## src/rtl/div_iter_pkg.sv

```systemverilog
// Shared definitions for the iterative restoring divider: state encodings,
// the width of the transistor-count bus and the per-cell transistor counts.
package div_iter_pkg;

  typedef enum logic [1:0] {
    S_IDLE = 2'd0,
    S_BUSY = 2'd1,
    S_DONE = 2'd2
  } state_e;

  localparam int NUM_W  = 51;
  localparam int FSP_T  = 28;
  localparam int MUXP_T = 12;
  localparam int INV_T  = 2;
  localparam int REGP_T = 26;
  localparam int CTRL_T = 60;

  function automatic logic [NUM_W-1:0] cells(input int n, input int t);
    return NUM_W'(n) * NUM_W'(t);
  endfunction

endpackage

```

## src/rtl/div_step.sv

```systemverilog
// One restoring-division step: ripple-borrow subtract of the divisor from the
// shifted partial remainder, then select difference or original.
module div_step
  import div_iter_pkg::*;
#(
  parameter int B_W = 5
) (
  input  logic [B_W:0]       i_t,
  input  logic [B_W-1:0]     i_b,
  output logic [B_W-1:0]     o_pr,
  output logic               o_qbit,
  output logic [NUM_W-1:0]   number
);

  logic [B_W+1:0] bor;
  logic [B_W:0]   b_ext;
  logic [B_W-1:0] diff;

  assign b_ext  = {1'b0, i_b};
  assign bor[0] = 1'b0;

  for (genvar i = 0; i <= B_W; i++) begin : g_fsp
    assign bor[i+1] = (~i_t[i] & b_ext[i]) | (~(i_t[i] ^ b_ext[i]) & bor[i]);
    if (i < B_W) begin : g_diff
      assign diff[i] = i_t[i] ^ b_ext[i] ^ bor[i];
    end
  end

  // The kept remainder is always below the divisor, so its top bit is zero
  // and only the low B_W bits are selected.
  assign o_qbit = ~bor[B_W+1];
  assign o_pr   = o_qbit ? diff : i_t[B_W-1:0];

  assign number = cells(B_W + 1, FSP_T) + cells(B_W, MUXP_T) + cells(1, INV_T);

endmodule

```

## src/rtl/div_iter.sv

```systemverilog
// Iterative radix-2 restoring divider, one quotient bit per clock, with
// valid/ready handshakes and divide-by-zero reporting.
module div_iter
  import div_iter_pkg::*;
#(
  parameter int A_W   = 8,
  parameter int B_W   = 5,
  parameter int CNT_W = $clog2(A_W)
) (
  input  logic               clk,
  input  logic               rst,
  input  logic               i_in_valid,
  output logic               o_in_ready,
  input  logic [A_W-1:0]     i_a,
  input  logic [B_W-1:0]     i_b,
  output logic               o_out_valid,
  input  logic               i_out_ready,
  output logic [A_W-1:0]     o_q,
  output logic [B_W-1:0]     o_r,
  output logic               o_dbz,
  output logic [NUM_W-1:0]   number
);

  state_e             state_q, state_d;
  logic [A_W-1:0]     a_sh_q, a_sh_d;
  logic [B_W-1:0]     pr_q, pr_d;
  logic [B_W-1:0]     b_q, b_d;
  logic [CNT_W-1:0]   cnt_q, cnt_d;
  logic               dbz_q, dbz_d;

  logic [B_W-1:0]     step_pr;
  logic               step_qbit;
  logic [NUM_W-1:0]   step_num;

  div_step #(.B_W(B_W)) u_step (
    .i_t    ({pr_q, a_sh_q[A_W-1]}),
    .i_b    (b_q),
    .o_pr   (step_pr),
    .o_qbit (step_qbit),
    .number (step_num)
  );

  // Next-state and datapath update; a zero divisor spends one BUSY cycle
  // loading the saturated quotient and the raw low dividend bits.
  always_comb begin
    state_d = state_q;
    a_sh_d  = a_sh_q;
    pr_d    = pr_q;
    b_d     = b_q;
    cnt_d   = cnt_q;
    dbz_d   = dbz_q;
    case (state_q)
      S_IDLE: begin
        if (i_in_valid) begin
          a_sh_d  = i_a;
          b_d     = i_b;
          pr_d    = '0;
          cnt_d   = CNT_W'(A_W - 1);
          dbz_d   = (i_b == '0);
          state_d = S_BUSY;
        end else begin
          state_d = S_IDLE;
        end
      end
      S_BUSY: begin
        if (dbz_q) begin
          a_sh_d  = '1;
          pr_d    = a_sh_q[B_W-1:0];
          state_d = S_DONE;
        end else begin
          a_sh_d = {a_sh_q[A_W-2:0], step_qbit};
          pr_d   = step_pr;
          if (cnt_q == '0) begin
            state_d = S_DONE;
          end else begin
            cnt_d = cnt_q - CNT_W'(1);
          end
        end
      end
      S_DONE: begin
        if (i_out_ready) begin
          state_d = S_IDLE;
        end else begin
          state_d = S_DONE;
        end
      end
      default: state_d = S_IDLE;
    endcase
  end

  // State and datapath registers with synchronous clear.
  always_ff @(posedge clk) begin
    if (rst) begin
      state_q <= S_IDLE;
      a_sh_q  <= '0;
      pr_q    <= '0;
      b_q     <= '0;
      cnt_q   <= '0;
      dbz_q   <= 1'b0;
    end else begin
      state_q <= state_d;
      a_sh_q  <= a_sh_d;
      pr_q    <= pr_d;
      b_q     <= b_d;
      cnt_q   <= cnt_d;
      dbz_q   <= dbz_d;
    end
  end

  assign o_in_ready  = (state_q == S_IDLE);
  assign o_out_valid = (state_q == S_DONE);
  assign o_q         = a_sh_q;
  assign o_r         = pr_q;
  assign o_dbz       = dbz_q;

  assign number = step_num
                + cells(A_W + 2 * B_W + CNT_W + 3, REGP_T)
                + cells(1, CTRL_T);

endmodule

```

## config.mk

```make
export PLATFORM = sky130hd
export DESIGN_NAME = div_iter
export DESIGN_NICKNAME = d
export VERILOG_FILES = /design/src/rtl/div_iter_pkg.sv /design/src/rtl/div_step.sv /design/src/rtl/div_iter.sv
export SDC_FILE = /design/constraint.sdc
export NUM_CORES = 1
export LEC_CHECK = 0
export ABC_AREA = 1
export CELL_PAD_IN_SITES_DETAIL_PLACEMENT = 2
export CELL_PAD_IN_SITES_GLOBAL_PLACEMENT = 2
export CORE_MARGIN = 4
export CORE_UTILIZATION = 27
export DETAILED_ROUTE_END_ITERATION = 10
export GPL_ROUTABILITY_DRIVEN = 0
export PLACE_DENSITY = 0.85
export RECOVER_POWER = 50
export SYNTH_ARGS = -nofsm -noshare
export SYNTH_HDL_FRONTEND = slang
export SYNTH_HIERARCHICAL = 1
export SYNTH_SLANG_ARGS = --single-unit
```

## constraint.sdc

```tcl
create_clock -name clk -period 6.4 [get_ports clk]
set_input_delay 1.28 -clock clk [delete_from_list [all_inputs] [get_ports clk]]
set_output_delay 1.28 -clock clk [all_outputs]
set_load 0.05 [all_outputs]
```

==> results of run 1 <==
[worst max-delay path: cells and delay by family (launching register included)]
| kind | cells | cell delay (ns) |
|---|---|---|
| fa+ha+maj | 5 | 1.82 |
| simple gates | 5 | 0.49 |
| flops | 1 | 0.38 |
| compound gates | 2 | 0.30 |
| buf+inv | 1 | 0.06 |
[worst paths after layout]
| check | depth (start not counted) | slack (ns) | endpoint | from |
|---|---|---|---|---|
| worst min register to register | 2 | 0.48 | cnt_q[2] | cnt_q[2] |
| worst max register to register | 13 | 3.27 | o_r[3] | o_q[7] |
| worst max-delay path | 13 | 3.27 | o_r[3] | o_q[7] |
| worst min-delay path | 2 | 0.48 | cnt_q[2] | cnt_q[2] |
[cell families (layout without fill, tap and decap cells)]
kind of cell | count (synthesis) | after routing
other cells | 2 | 51
fa+ha+maj | 8 | 8
buf+inv | 137 | 118
compound gates | 50 | 50
simple gates | 413 | 413
flops | 24 | 24
xor+xnor | 16 | 16
[Yosys cell counts]
master	number
a211oi_1	1
inv_1	71
a31oi_1	1
nand2_4	1
xor2_1	11
xnor2_1	5
fa_1	4
nand3b_1	16
buf_4	53
ha_1	4
o22ai_1	8
nand3_2	1
conb_1	2
nand4_1	12
nor3_1	2
nor2_1	98
inv_2	11
and2_2	1
nand2_2	13
clkbuf_1	1
a21oi_1	18
nor2_2	4
nand3_1	36
nand2_1	228
o21ai_0	22
buf_1	1
nor4_1	1
dfxtp_1	24
[through the flow]
stage | cells | worst slack (ns) | area (um2) | total power, mW
detailed placement | 848 | 3.37 | 3800 | 0.514
CTS | 852 | 3.26 | 3910 | 0.704
global placement | 848 | 3.46 | 3800 | 0.504
finish | 852 | 3.27 | 3900 | 0.724
floorplan | 699 | 3.24 | 3670 | 0.473
global route | 852 | 3.05 | 3900 | 0.765
[power by group]
part | internal [mW] | switching (mW) | total, mW
combinational | 0.0866 | 0.269 | 0.355
sequential | 0.168 | 0.0175 | 0.185
clock | 0.125 | 0.0586 | 0.183
[layout make-up]
type	instances	area, um2	share of cell area [%]
clock buffers	3	75.1	1.92
flip-flops and latches	24	480	12.3
repair buffers	32	320	8.21
inverters	82	308	7.89
multi-input cells	538	2470	63.4
well taps	172	215	5.51
clock inverters	1	30.0	0.769
[state kept, by name, indices dropped and copies added (netlist names)]
name     count
b_q          5
cnt_q        3
o_dbz        1
o_q          8
o_r          5
state_q      2
[per-layer routing]
metal  track usage, %  up-vias
li1                 -     1975
met1             21.4     1937
met2             36.4       64
met3             2.18       12
met4             3.01        0
met5                0        -
==> summary.txt, run 1 <==
Status
  – Outcome: completed

Yosys
  – Mapped Cells: 650
  – Synth unique cells: 28
  – Post-Synth Simple-Gate Area: 50.2%
  – Post-Synth Adder-Cell Area: 3.73%
  – Synth Area in Compound Gates: 7.57%
  – Top cell type's share of synthesized area: 24.6%
  – Synth Warn #: 6
  – Area leader, netlist: nand2_1
  – Mean Syn Cell Area: 5.36 um2
  – Synth Cell Area: 0.00349 mm2
  – #FFs+latches synth: 24
  – Largest cells by area after synthesis: nand2_1 25%, dfxtp_1 14%, buf_4 11%, nor2_1 11%, inv_1 7.6%
  – Sequential fraction of the synthesis area: 13.8%
  – Largest family of logic cells by synthesized area: simple AND/OR/NAND/NOR gates
  – Multiplexer share of the synthesized area: 0%
  – Post-synthesis xor/xnor area fraction: 4.02%

Clock network
  – Skew-Pair Late Insertion Delay: 0.26 ns
  – CTS Buffer Depth: 2
  – Root buf cell: clkbuf_16
  – Clock Sinks: 24
  – CTS resizes: 0
  – H-tree Lvls: 1
  – CTS Hold Buffers Added: 0
  – CTS Buf Count: 3
  – CTS tree: done
  – Clock slew at reported path FFs: 0.06 ns
  – Setup Fix Bufs, Post-CTS: 0

Cells and area
  – Share of post-route cells with drive strength above 1: 5.00%
  – FILL cells: 1731
  – Layout Utilization: 30.9%
  – Most common cell after layout, fill and taps aside: nand2_1
  – Area growth, synth to finish: 12.0%
  – Antenna Cells: 0
  – Layout net count: 706
  – Commonest non-fill, non-tap cells in the layout: 229 x nand2_1, 98 x nor2_1, 71 x inv_1

Timing
  – Hold_ws: 0.480 ns
  – Slew HR: 63.4%
  – Fmax: 0.319 GHz
  – Final Cycle Share: 48.9%
  – Min cycle time layout: 3.13 ns
  – Worst clock skew: 0.00268 ns
  – Unrepaired setup endpoints after global routing: false
  – Slew Limit Fails: 0
  – TNS Setup: 0 ns
  – Worst-Margin Slew: 0.548 ns
  – Fin. Hold Viols: 0
  – Setup-failing EPs final: 0

Detailed routing
  – DR WL/cell: 16.1 um
  – Met2 wire length: 7310 um
  – Routed WL: 13700 um
  – Drt via density: 4.68
  – Vias: 3988
  – Final ANT Viol Nets: 0
  – Initial DRT Pass Iterations: 4
  – DR top layer: met4
  – M1 WL: 5790 um
  – Drt drc: 0
  – Initial DRC Count: 189
  – Met3 Routed Length: 400 um

Global routing
  – Vias in the first global route: 4347
  – Antenna violations before repair: 0
  – GR Util All Layers: 18.4%
  – First-pass GRT wire length: 22100 um
  – Largest net degree at the start of global routing: 18
  – Remaining Overflow, GRT: 0

Floorplanning
  – Die X-Extent: 122 um
  – Die Ht: 122 um
  – Initial Util: 27.6%
  – DIE AREA: 0.0148 mm2
  – # IOs: 84
  – Core Rows: 41
  – CORE AREA: 0.0126 mm2

Critical path
  – Worst path arrival time: 3.33 ns
  – Worst setup SP type: flop
  – CP peak stage delay: 0.48 ns
  – Crit-path slowest cell: fa_1
  – Capturing element type of the critical path: flop
  – Required time of the worst setup path: 6.59 ns
  – Cell Chain, Critical Path: inv_1 -> ha_1 -> fa_1 -> fa_1 -> fa_1 -> fa_1 -> nand2_2 -> nand2_1 -> nand2_1 -> nor2_1 -> nor2_1 -> o21ai_0 -> a21oi_1
  – Critical path class: reg -> reg
  – CP Max Fanout: 6
  – Crit-path most repeated cell: fa_1

Power
  – Lkg Pwr: 1.77 nW
  – PwrDens: 185 mW/mm2
  – Worst IR Drop VDD: 0.0787 mV

Placed design
  – DP HPWL: 11600 um
  – Buffers added on ports: 32

Run
  – Max-Cap Viols: 0

Min path
  – Worst hold-check path type: reg -> reg
No activity file was read; power rests on OpenSTA's default activity.
==> inputs of run 2 (changes only) <==
--- a/config.mk
+++ b/config.mk
@@ -9,10 +9,10 @@
 export CELL_PAD_IN_SITES_DETAIL_PLACEMENT = 2
 export CELL_PAD_IN_SITES_GLOBAL_PLACEMENT = 2
 export CORE_MARGIN = 4
-export CORE_UTILIZATION = 27
+export CORE_UTILIZATION = 25
 export DETAILED_ROUTE_END_ITERATION = 10
 export GPL_ROUTABILITY_DRIVEN = 0
-export PLACE_DENSITY = 0.85
+export PLACE_DENSITY = 0.79
 export RECOVER_POWER = 50
 export SYNTH_ARGS = -nofsm -noshare
 export SYNTH_HDL_FRONTEND = slang
==> constraint.sdc (replaced) <==
create_clock -name clk -period 3.05 [get_ports clk]
set_input_delay 0.61 -clock clk [delete_from_list [all_inputs] [get_ports clk]]
set_output_delay 0.61 -clock clk [all_outputs]
set_load 0.05 [all_outputs]
==> run 2 against run 1 <==
Die area grew 7.5%. Worst hold slack improved by 0.0064 ns. Clock skew grew 0.0025 ns. Final area rose by 0.83%. Critical path type unchanged. Largest cell class unchanged. Highest routed layer unchanged.
==> summary.txt, run 2 (synthesized netlist as in run 1, its figures left out) <==
Power
  – Worst IR Drop VDD: 0.264 mV (+240%)
  – Lkg Pwr: 1.77 nW (about the same)
  – PwrDens: 390 mW/mm2 (+110%)
  – Total power: 1.54 mW (+110%)

Clock network
  – CTS Buffer Depth: 2 (unchanged)
  – CTS tree: done
  – H-tree Lvls: 1 (unchanged)
  – Clock slew at reported path FFs: 0.07 ns (about the same)
  – Root buf cell: clkbuf_16
  – Setup Fix Bufs, Post-CTS: 0 (unchanged)
  – Skew-Pair Late Insertion Delay: 0.26 ns (about the same)
  – Clock Sinks: 24 (unchanged)
  – CTS Buf Count: 3 (unchanged)

Min path
  – Worst hold-check path type: reg -> reg

Cells and area
  – Area growth, synth to finish: 12.9%
  – Layout Utilization: 29.3% (-1.7 points)
  – Share of post-route cells with drive strength above 1: 5.87% (+0.87 points)
  – Layout net count: 708 (+0.28%)
  – Most common cell after layout, fill and taps aside: nand2_1
  – Final non-filler cell total: 858 (+0.70%)
  – Antenna Cells: 0 (unchanged)
  – Commonest non-fill, non-tap cells in the layout: 228 x nand2_1, 98 x nor2_1, 71 x inv_1
  – Design Area, Final: 0.00394 mm2 (+0.83%)
  – Number of flip-flops in the largest register: 8 (unchanged)

Timing
  – Unrepaired setup endpoints after global routing: false
  – Setup-failing EPs final: 0 (unchanged)
  – Worst clock skew: 0.00520 ns (+0.00252 ns)
  – Fin. Hold Viols: 0 (unchanged)
  – Post-route setup slack: 0.165 ns (-3.10 ns)
  – Fmax: 0.347 GHz (+8.6%)
  – Slew Limit Fails: 0 (unchanged)
  – Final Cycle Share: 94.6% (+46 points)
  – TNS Setup: 0 ns (unchanged)
  – Min cycle time layout: 2.88 ns (-0.248 ns)
  – Slew HR: 59.6% (-3.8 points)
  – Worst-Margin Slew: 0.606 ns (+0.0581 ns)
  – Hold_ws: 0.487 ns (+0.00642 ns)

Floorplanning
  – Initial Util: 25.9% (-1.7 points)
  – Die X-Extent: 126 um (+3.7%)
  – Die Ht: 126 um (+3.7%)
  – DIE AREA: 0.0159 mm2 (+7.5%)
  – # IOs: 84 (unchanged)
  – CORE AREA: 0.0135 mm2 (+6.6%)
  – Core Rows: 42 (+2.4%)

Detailed routing
  – Drt via density: 4.65 (-0.62%)
  – Drt drc: 0 (unchanged)
  – DR WL/cell: 16.0 um (-0.55%)
  – Final ANT Viol Nets: 0 (unchanged)
  – Initial DRC Count: 139 (-26%)
  – Vias: 3991 (+0.075%)
  – Routed WL: 13700 um (+0.15%)
  – Initial DRT Pass Iterations: 4 (unchanged)

Critical path
  – Critical path class: reg -> reg
  – Capturing element type of the critical path: flop
  – Required time of the worst setup path: 3.18 ns (-3.41 ns)
  – Worst path arrival time: 3.01 ns (-0.32 ns)
  – CP Max Fanout: 4 (-2)
  – Crit-path slowest cell: fa_2
  – Worst setup SP type: flop
  – CP peak stage delay: 0.55 ns (+0.07 ns)
  – CP bufs+invs: 2 (+1)
  – Cell Chain, Critical Path: inv_1 -> ha_1 -> fa_1 -> fa_2 -> fa_2 -> fa_2 -> inv_2 -> nand2_1 -> nand2_1 -> nor2_1 -> nor2_1 -> o21ai_0 -> a21oi_1
  – Crit-path most repeated cell: fa_2
  – R2R Setup Slk: 0.17 ns (-3.10 ns)
  – CP delay by family, top: adder cells

Placed design
  – DP Area: 0.00382 mm2 (+0.56%)
  – Placed cells: 854 (+0.71%)
  – Post-placement setup slack: 0.00411 ns (-3.36 ns)
  – Buffers added on ports: 32 (unchanged)
  – DP HPWL: 11800 um (+1.7%)

Global routing
  – Vias in the first global route: 4477 (+3.0%)
  – Largest net degree at the start of global routing: 18 (unchanged)
  – First-pass GRT wire length: 22600 um (+2.2%)
  – Remaining Overflow, GRT: 0 (unchanged)
  – GR Util All Layers: 17.2% (-1.3 points)
  – Antenna violations before repair: 0 (unchanged)

Status
  – Outcome: completed

Run
  – Max-Cap Viols: 0 (unchanged)
==> run 2: tightest hold or removal path: cells and delay by family, from the launching register on <==
| family | cells | cell delay, ns |
|---|---|---|
| simple gates | 1 | 0.06 |
| flops | 1 | 0.31 |
| compound gates | 1 | 0.06 |
==> run 2: layout make-up <==
type                            instances  area (um2)
Fill cell                            1778        9520
Multi-Input combinational cell        538        2490
Sequential cell                        24         482
Timing Repair Buffer                   34         332
Inverter                               82         308
Tap cell                              176         220
Clock buffer                            3        75.1
Clock inverter                          1        30.0
==> run 2: worst paths after layout <==
check | from | endpoint | cells past startpoint
worst min-delay path | cnt_q[2] | cnt_q[2] | 2
worst min register to register | cnt_q[2] | cnt_q[2] | 2
worst max-delay path | o_q[7] | o_r[4] | 13
worst max register to register | o_q[7] | o_r[4] | 13
==> run 2: timing repair <==
action,in CTS,in global routing
gates resized for setup,1,4
pin swaps,0,2
endpoints found under the setup margin,3,5
endpoints found under the hold margin,0,0
hold buffers,0,0
==> run 2: power by group <==
part	leakage [nW]	internal [mW]	total [mW]	switching, mW
clock	0.0511	0.261	0.385	0.124
combinational	1.52	0.191	0.762	0.571
sequential	0.198	0.352	0.388	0.0365
total	1.77	0.804	1.54	0.732
==> run 2: metal layers <==
metal	wire [um]	vias to the layer above	global-route usage, %
met5	0	-	0
met4	222	0	4.42
met3	467	13	2.16
met2	7170	64	32.4
met1	5840	1928	20.4
li1	-	1986	-
